===== src/rtl/pwm_ctrl_if.sv =====
// Register-write, control and status bundle between a host and pwm_ctrl.
interface pwm_ctrl_if;
   localparam int unsigned PW = 17;
   localparam int unsigned CW = 16;

   logic          wr_en;
   logic [1:0]    wr_addr;
   logic [PW-1:0] wr_data;
   logic          start;
   logic          stop;
   logic          pwm_in;
   logic          pwm_rst;
   logic [PW-1:0] onperiod;
   logic [PW-1:0] offperiod;
   logic          busy;
   logic          done;
   logic          pending;
   logic [CW-1:0] pulse_cnt;

   modport master (
      output wr_en, wr_addr, wr_data, start, stop, pwm_in,
      input  pwm_rst, onperiod, offperiod, busy, done, pending, pulse_cnt
   );

   modport slave (
      input  wr_en, wr_addr, wr_data, start, stop, pwm_in,
      output pwm_rst, onperiod, offperiod, busy, done, pending, pulse_cnt
   );
endinterface


===== src/rtl/pwm_ctrl.sv =====
// Sequencer for a pwm instance: shadowed period registers applied on falling
// edges of its output, burst counting, and stop with drain to a low level.
module pwm_ctrl (
   input logic       clkin,
   input logic       rst,
   pwm_ctrl_if.slave bus
);
   localparam int unsigned PW = 17;
   localparam int unsigned CW = 16;

   localparam logic [1:0] IDLE  = 2'd0;
   localparam logic [1:0] RUN   = 2'd1;
   localparam logic [1:0] DRAIN = 2'd2;

   localparam logic [1:0] A_ON     = 2'd0;
   localparam logic [1:0] A_OFF    = 2'd1;
   localparam logic [1:0] A_BURST  = 2'd2;
   localparam logic [1:0] A_COMMIT = 2'd3;

   logic [1:0]    state, state_nxt;
   logic          pwm_d;
   logic          rise, fall;
   logic [PW-1:0] shadow_on, shadow_off;
   logic [CW-1:0] burst;
   logic [PW-1:0] onperiod_q, onperiod_nxt;
   logic [PW-1:0] offperiod_q, offperiod_nxt;
   logic [CW-1:0] cnt_q, cnt_nxt;
   logic          pending_q, pending_nxt;
   logic          done_q, done_nxt;
   logic          busy_q, pwm_rst_q;
   logic          load;

   assign rise = bus.pwm_in & ~pwm_d;
   assign fall = ~bus.pwm_in & pwm_d;

   // Host-visible shadow registers and the edge-detect delay stage
   always_ff @(posedge clkin or negedge rst) begin
      if (!rst) begin
         shadow_on  <= '0;
         shadow_off <= '0;
         burst      <= '0;
         pwm_d      <= 1'b0;
      end else begin
         pwm_d <= bus.pwm_in;
         if (bus.wr_en) begin
            case (bus.wr_addr)
               A_ON:    shadow_on  <= bus.wr_data;
               A_OFF:   shadow_off <= bus.wr_data;
               A_BURST: burst      <= bus.wr_data[CW-1:0];
               default: ;
            endcase
         end
      end
   end

   // Next-state and next-output logic; a commit written on the same edge as
   // a load re-arms pending so the freshly written shadows still get applied
   always_comb begin
      state_nxt     = state;
      onperiod_nxt  = onperiod_q;
      offperiod_nxt = offperiod_q;
      cnt_nxt       = cnt_q;
      pending_nxt   = pending_q;
      done_nxt      = 1'b0;
      load          = 1'b0;

      case (state)
         IDLE: begin
            if (bus.start && !bus.stop) begin
               load        = 1'b1;
               pending_nxt = 1'b0;
               cnt_nxt     = '0;
               state_nxt   = RUN;
            end
         end
         RUN: begin
            if (rise && (cnt_q != '1)) cnt_nxt = cnt_q + CW'(1);
            if (fall && pending_q) begin
               load        = 1'b1;
               pending_nxt = 1'b0;
            end
            if (fall && (burst != '0) && (cnt_q == burst)) begin
               state_nxt = IDLE;
               done_nxt  = 1'b1;
            end else if (bus.stop) begin
               if (!bus.pwm_in) begin
                  state_nxt = IDLE;
                  done_nxt  = 1'b1;
               end else begin
                  state_nxt = DRAIN;
               end
            end
         end
         DRAIN: begin
            if (!bus.pwm_in) begin
               state_nxt = IDLE;
               done_nxt  = 1'b1;
            end
         end
         default: state_nxt = IDLE;
      endcase

      if (load) begin
         onperiod_nxt  = shadow_on;
         offperiod_nxt = shadow_off;
      end
      if (bus.wr_en && (bus.wr_addr == A_COMMIT)) pending_nxt = 1'b1;
   end

   always_ff @(posedge clkin or negedge rst) begin
      if (!rst) begin
         state       <= IDLE;
         onperiod_q  <= '0;
         offperiod_q <= '0;
         cnt_q       <= '0;
         pending_q   <= 1'b0;
         done_q      <= 1'b0;
         busy_q      <= 1'b0;
         pwm_rst_q   <= 1'b1;
      end else begin
         state       <= state_nxt;
         onperiod_q  <= onperiod_nxt;
         offperiod_q <= offperiod_nxt;
         cnt_q       <= cnt_nxt;
         pending_q   <= pending_nxt;
         done_q      <= done_nxt;
         busy_q      <= (state_nxt != IDLE);
         pwm_rst_q   <= (state_nxt == IDLE);
      end
   end

   assign bus.onperiod  = onperiod_q;
   assign bus.offperiod = offperiod_q;
   assign bus.pulse_cnt = cnt_q;
   assign bus.pending   = pending_q;
   assign bus.done      = done_q;
   assign bus.busy      = busy_q;
   assign bus.pwm_rst   = pwm_rst_q;
endmodule


===== src/flat_wrapper.sv =====
// flat-port wrapper written by rule: the top's interface ports become plain ports
module pwm_ctrl_flat 
  (clkin, rst, bus_wr_en, bus_wr_addr, bus_wr_data, bus_start, bus_stop, bus_pwm_in, bus_pwm_rst, bus_onperiod, bus_offperiod, bus_busy, bus_done, bus_pending, bus_pulse_cnt);
  pwm_ctrl_if bus_i ();
  input logic clkin;
  input logic rst;
  input wire logic [$bits(bus_i.wr_en)-1:0] bus_wr_en;
  input wire logic [$bits(bus_i.wr_addr)-1:0] bus_wr_addr;
  input wire logic [$bits(bus_i.wr_data)-1:0] bus_wr_data;
  input wire logic [$bits(bus_i.start)-1:0] bus_start;
  input wire logic [$bits(bus_i.stop)-1:0] bus_stop;
  input wire logic [$bits(bus_i.pwm_in)-1:0] bus_pwm_in;
  output wire logic [$bits(bus_i.pwm_rst)-1:0] bus_pwm_rst;
  output wire logic [$bits(bus_i.onperiod)-1:0] bus_onperiod;
  output wire logic [$bits(bus_i.offperiod)-1:0] bus_offperiod;
  output wire logic [$bits(bus_i.busy)-1:0] bus_busy;
  output wire logic [$bits(bus_i.done)-1:0] bus_done;
  output wire logic [$bits(bus_i.pending)-1:0] bus_pending;
  output wire logic [$bits(bus_i.pulse_cnt)-1:0] bus_pulse_cnt;
  assign bus_i.wr_en = bus_wr_en;
  assign bus_i.wr_addr = bus_wr_addr;
  assign bus_i.wr_data = bus_wr_data;
  assign bus_i.start = bus_start;
  assign bus_i.stop = bus_stop;
  assign bus_i.pwm_in = bus_pwm_in;
  assign bus_pwm_rst = bus_i.pwm_rst;
  assign bus_onperiod = bus_i.onperiod;
  assign bus_offperiod = bus_i.offperiod;
  assign bus_busy = bus_i.busy;
  assign bus_done = bus_i.done;
  assign bus_pending = bus_i.pending;
  assign bus_pulse_cnt = bus_i.pulse_cnt;
  pwm_ctrl u_core (.clkin(clkin), .rst(rst), .bus(bus_i));
endmodule

===== config.mk =====
export PLATFORM = sky130hd
export DESIGN_NAME = pwm_ctrl_flat
export DESIGN_NICKNAME = d
export VERILOG_FILES = /design/src/rtl/pwm_ctrl_if.sv /design/src/rtl/pwm_ctrl.sv /design/src/flat_wrapper.sv
export SDC_FILE = /design/constraint.sdc
export NUM_CORES = 1
export LEC_CHECK = 0
export BUFFER_PORTS_ARGS = -buffer_cell sky130_fd_sc_hd__buf_4
export CAP_MARGIN = 15
export CORE_ASPECT_RATIO = 1.5
export CORE_MARGIN = 3
export CORE_UTILIZATION = 50
export DETAILED_ROUTE_END_ITERATION = 8
export GPL_ROUTABILITY_DRIVEN = 1
export PLACE_DENSITY = 0.75
export SLEW_MARGIN = 20
export SYNTH_ARGS = -nofsm -noshare
export SYNTH_HDL_FRONTEND = slang
export SYNTH_SLANG_ARGS = --single-unit

===== constraint.sdc =====
create_clock -name clkin -period 2.2 [get_ports clkin]
set_input_delay 0.44 -clock clkin [delete_from_list [all_inputs] [get_ports clkin]]
set_output_delay 0.44 -clock clkin [all_outputs]
set_load 0.05 [all_outputs]

# Word-level counts from Yosys, hierarchy flattened
# Index checks and enable logic that the tools add are counted.
totals:
  register_bits: 107
  latch_bits: 0
  mem_bits_rw: 0
  mem_bits_ro: 0
  in_bits: 25
  word_cells: 67
  n_memories: 0
classes:
  n_addsub: 1
  n_mul: 0
  div: 0
  magnitude_cmp: 0
  n_eq_ne: 11
  shifts: 0
  muxes: 20
  bitwise_logic: 4
  n_reduce_logical: 19
ops:
  columns: ["cell", "count"]
  rows:
  - ["$mux W16", 2]
  - ["$pmux W16 S2", 1]
  - ["$add A16 B1 Y16 const B", 1]
  - ["$eq A16 B16 Y1", 1]
  - ["$ne A16 B16 Y1 const B", 1]
  - ["$reduce_bool A16 Y1", 1]
  - ["$mux W2", 5]
  - ["$mux W1", 8]
  - ["$eq A2 B2 Y1 const B", 3]
  - ["$logic_and A1 B1 Y1", 6]
  - ["$logic_not A2 Y1", 3]
  - ["$ne A3 B1 Y1 const B", 2]
  - ["$pmux W1 S2", 3]
  - ["$pmux W2 S3", 1]
  - ["$reduce_and A2 Y1", 3]
  - ["$reduce_and A3 Y1", 2]
  - ["$eq A2 B1 Y1 const B", 2]
  - ["$ne A2 B1 Y1 const B", 2]
  - ["$reduce_bool A2 Y1", 2]
  - ["$reduce_bool A3 Y1", 1]
  - ["$and A1 B1 Y1", 2]
  - ["$not A1 Y1", 2]
  - ["$logic_not A1 Y1", 1]

# Depth between registers and ports, before layout
depth:
  depth_word: 7
  ltp_mapped: 7
  mapped_depth_nobuf: 6

# Worst setup path after synthesis
# No wires, ideal clock.
synth_timing:
  kind: "register to register"
  from: "reg u_core.cnt_q[0], in the netlist u_core.bus.pulse_cnt[0]"
  to: "reg u_core.cnt_q[6], in the netlist u_core.bus.pulse_cnt[6]"
  setup_time_ns: 0.078
  arrival_time_ns: 2.051
  slack_ns: 0.071
  stages_incl_launch_ff: 7
  path_buffers: 1
  period_less_slack_ns: 2.129
  path_cell_list: "dfrtp_1 > ha_1 > nand3_1 > a221o_1 > buf_6 > or4_1 > a21oi_1"
synth_via:
  elab_chain_len: 4
synth_rtl:
  columns: ["element", "line_no", "source"]
  rows:
  - ["start: declaration", "pwm_ctrl.sv:27", "logic [CW-1:0] cnt_q, cnt_nxt;"]
  - ["start signal: assignment", "pwm_ctrl.sv:124", "cnt_q <= cnt_nxt;"]
  - ["branches (longest 4 deep; another with $add A16 B1 Y16)", null, null]
# Several ways; the timed one is not identified. The select of a mux whose other input is x is not followed.
# A chain may end at the register's enable or synchronous reset.

# Worst setup path after layout
layout_timing:
  from: "reg u_core.state[1]"
  to: "reg u_core.cnt_q[6], in the netlist u_core.bus.pulse_cnt[6]"
layout_via:
  elab_chain_len: 3
layout_rtl:
  columns: ["element", "line_no", "source"]
  rows:
  - ["start: declaration", "pwm_ctrl.sv:20", "logic [1:0] state, state_nxt;"]
  - ["start signal: assignment", "pwm_ctrl.sv:121", "state <= state_nxt;"]
  - ["$eq A2 B1 Y1 or $logic_not A2 Y1 (tied branches)", "pwm_ctrl.sv:67", "case (state)"]
  - ["$ne A2 B1 Y1 (no line) or $reduce_bool A2 Y1 (tied branches)", null, null]
  - ["$reduce_and A3 Y1 (no line)", null, null]
# Several ways; a longest one is shown, not always the timed one.

==> impl_results.md <==
* Per-cell routed wire length at about 18 um
* # nets final at 483
* Final period util at 95.2%
* Min-Delay Path Depth at 1
* Num ports at 79
* Post-DP HPWL at around 7400 um
* Clk sinks at around 110
* Vias in the first global route at 3371
* R2R Path Start: u_core.state[1]$_DFF_PN0_
* FFs w/ async S/R, synth at 100%
* Worst-path clk slew at 0.07 ns
* Final Max Tran Viols at 0
* CP Class: reg2reg
* Status: finished clean
* Die Wd at between 80 and 90 um
* Final Skew at slightly below 0.006 ns
* Synthesized area at roughly 4800 sq um
* Setup violators final at 0
* Met1 GRT Util at about a quarter
* Met2 usage at between 30% and 40%
* Worst hold start: bus_pwm_in
* Share of layout cells above drive strength 1 at between 40% and 50%
* Post-Synthesis Cells at around 360
* Die Ht at between 100 and 150 um
* Pre-Repair DR Iteration Count at 4
* Pwr Density at roughly 1300 nW/um^2
* CTS tree: built
* WHS Endpoint: u_core.pwm_d$_DFF_PN0_
* Worst R2R End: u_core.bus.pulse_cnt[6]$_DFFE_PN0P_
* Max IR drop VDD at 1.00 mV
* N_diodes at 0
* R2R depth at 6
* Ys Warns at 0
* Power, Total at slightly below 0.008 W
* Top cells by area, synth: dfrtp_1 56%, mux2_2 20%, xor2_1 2.9%
* Layout Cells excl Fill at 570
* CTS root buffer: clkbuf_16
* Largest net degree at the start of global routing at a little over 60
* Final hold violation count at 0
* Achievable frequency at between 400 and 500 MHz
* Post-synth EDFFs at 0
* Relative max-transition margin at a little under three fifths
* Pleak at between 2 and 3 nW
* Fill count at between 700 and 800
* Hold Path Class: in2reg
* Required @ worst endpoint at approximately 2.5 ns
* GRT Total Usage at around a fifth
* Clock Latency Late Sink at ~0.35 ns
* Met3 usage at under 10%
* Via count at around 3300
* Worst reg2reg setup slack at 0.10 ns
* Placed cell count at between 500 and 600
* Syn Area/Cell at about 13 sq um
* Initial Util at about half
* H-tree levels at 3
* Max-cap viol count at 0
* Initial antenna violation count at 0
* Count leader, synth: dfrtp_1
* Post-synthesis sequential area ratio at a little under three fifths
* Seq cells post-synth at roughly 110
* First-pass GRT wire length at 17000 um
* Largest area contributor in the synthesized netlist: dfrtp_1
* Row cnt at 43
* Number of nets with antenna violations after routing at 0
* CTS Buf Count at 9
* Die Area at about 11000 sq um
* Syn Nets at ~390
* GRT Max-Usage Layer: met2
* Top_reg_cell synth: dfrtp_1
* Area grow syn2layout at 24.9%
* Drt total wl at around 10000 um
* Worst slew pin tran at 0.637 ns
* RSZ-0062 raised after global routing: no
* Overflow left after global routing at 0
* List of most frequent post-synthesis cells: 106 x dfrtp_1, 86 x mux2_2, 17 x nand2_1
* Design Area, Final at just under 6000 sq um
* Startpoint Class: register
* Worst path arrival time at roughly 2.4 ns
* Core ar. at 9250 sq um
* Max FO, Critical Path at 10
* Port bufs at ~80
* Iteration-0 DRC Markers at 134
* GP Congestion at between 0.8 and 0.9
* DRC at 0
* Critical Path End Type: register
* DP Area at 5600 sq um
* Post-synthesis cell type count at 44
* Post-layout minimum cycle time at 2.10 ns
* Max Root-Sink Buffers at 2
* Via density per instance at around 5.7
* Top-area cell type share of the netlist area at 55.8%
kinds of logic (layout without fill, tap and decap cells):
family                     after synthesis  after routing  synth area share, %
adders and majority gates                5              5                 1.32
muxes                                   96             96                 22.5
buffers and inverters                   16            119                 1.58
xor gates and xnor gates                16             16                 2.95
AOI/OAI and AO/OA                       29             29                 4.16
DFF                                    107            107                 56.3
and+or+nand+nor                         86             86                 11.2
per-layer routing:
layer	vias up	part of all wire, %
met1	1668	41
li1	1506	-
met5	-	0
met4	0	1.3
met2	65	54
met3	12	4.3
timing repair:
action	CTS	global route
hold buffers	1	0
endpoints found under the hold margin	18	0
setup endpoints to repair	3	5
resized for setup	1	1
setup buffers	0	1
pin swaps	0	1
report_power, final:
part | total, W | internal, W | leakage, nW | switching (W)
Sequential | 0.00288 | 0.00253 | 1.31 | 0.000354
Combinational | 0.00326 | 0.00121 | 1.23 | 0.00205
Clock | 0.00174 | 0.00101 | 0.158 | 0.000728
cell type report:
type                       instances  area (sq um)  share of cell area (%)
inverter                           5          18.8                   0.316
tap                              112           140                    2.36
clock inverter                     6          95.1                    1.60
clock buffer                      10           229                    3.85
sequential                       107          2680                    45.1
timing repair buffer              98           763                    12.8
multi-input combinational        232          2020                    34.0
stage by stage:
step	setup TNS [ns]	setup WS [ns]	utilization (%)	hold slack (ns)
CTS	0	0.00628	64.1	0.232
detailed placement	-0.0296	-0.0187	60.5	0.354
global route	0	0.00368	64.2	0.236
floorplan	0	0.0709	-	0.144
finish	0	0.105	64.2	0.242
global placement	0	0.0654	60.5	0.348
worst max-delay path, stage by stage, from the launching register on:
cell      delay (ns)
dfrtp_1         0.42
inv_1           0.12
ha_2            0.25
nand3b_4        0.09
a221o_2         0.47
or4_1           0.50
a21oi_1         0.17
flip-flops by register name, indices dropped and copies added (netlist names):
name	flops
u_core.burst	16
u_core.bus.busy	1
u_core.bus.done	1
u_core.bus.offperiod	17
u_core.bus.onperiod	17
u_core.bus.pending	1
u_core.bus.pulse_cnt	16
u_core.bus.pwm_rst	1
u_core.pwm_d	1
u_core.shadow_off	17
u_core.shadow_on	17
u_core.state	2
worst max-delay path by stage:
stage,startpoint,end
2_1_floorplan,u_core.bus.pulse_cnt[0]$_DFFE_PN0P_,u_core.bus.pulse_cnt[6]$_DFFE_PN0P_
3_3_place_gp,u_core.state[0]$_DFF_PN0_,u_core.bus.pulse_cnt[14]$_DFFE_PN0P_
3_5_place_dp,u_core.state[1]$_DFF_PN0_,u_core.bus.pulse_cnt[6]$_DFFE_PN0P_
4_1_cts,u_core.state[0]$_DFF_PN0_,u_core.bus.pulse_cnt[14]$_DFFE_PN0P_
5_1_grt,u_core.state[1]$_DFF_PN0_,u_core.bus.pulse_cnt[14]$_DFFE_PN0P_
6_report,u_core.state[1]$_DFF_PN0_,u_core.bus.pulse_cnt[6]$_DFFE_PN0P_
cell usage in the layout (no fill, tap or decap), types with 2 or more instances in the layout:
cell type	instances
a21oi_1	9
a31oi_1	3
and4_1	5
buf_12	2
buf_4	95
bufinv_16	2
clkbuf_16	9
dfrtp_1	106
ha_1	4
inv_1	5
inv_6	3
mux2_2	86
mux2i_1	10
nand2_1	17
nand2b_1	4
nand3_1	6
nand3b_1	2
nand4_1	5
nor2_1	7
nor2b_1	2
nor3_1	2
nor4_1	14
nor4b_1	3
o21ai_0	2
o31ai_1	3
o41ai_1	2
or2_2	9
or3_1	2
or4_1	3
xor2_1	16
Note: power is estimated with default switching activity, not from simulation.
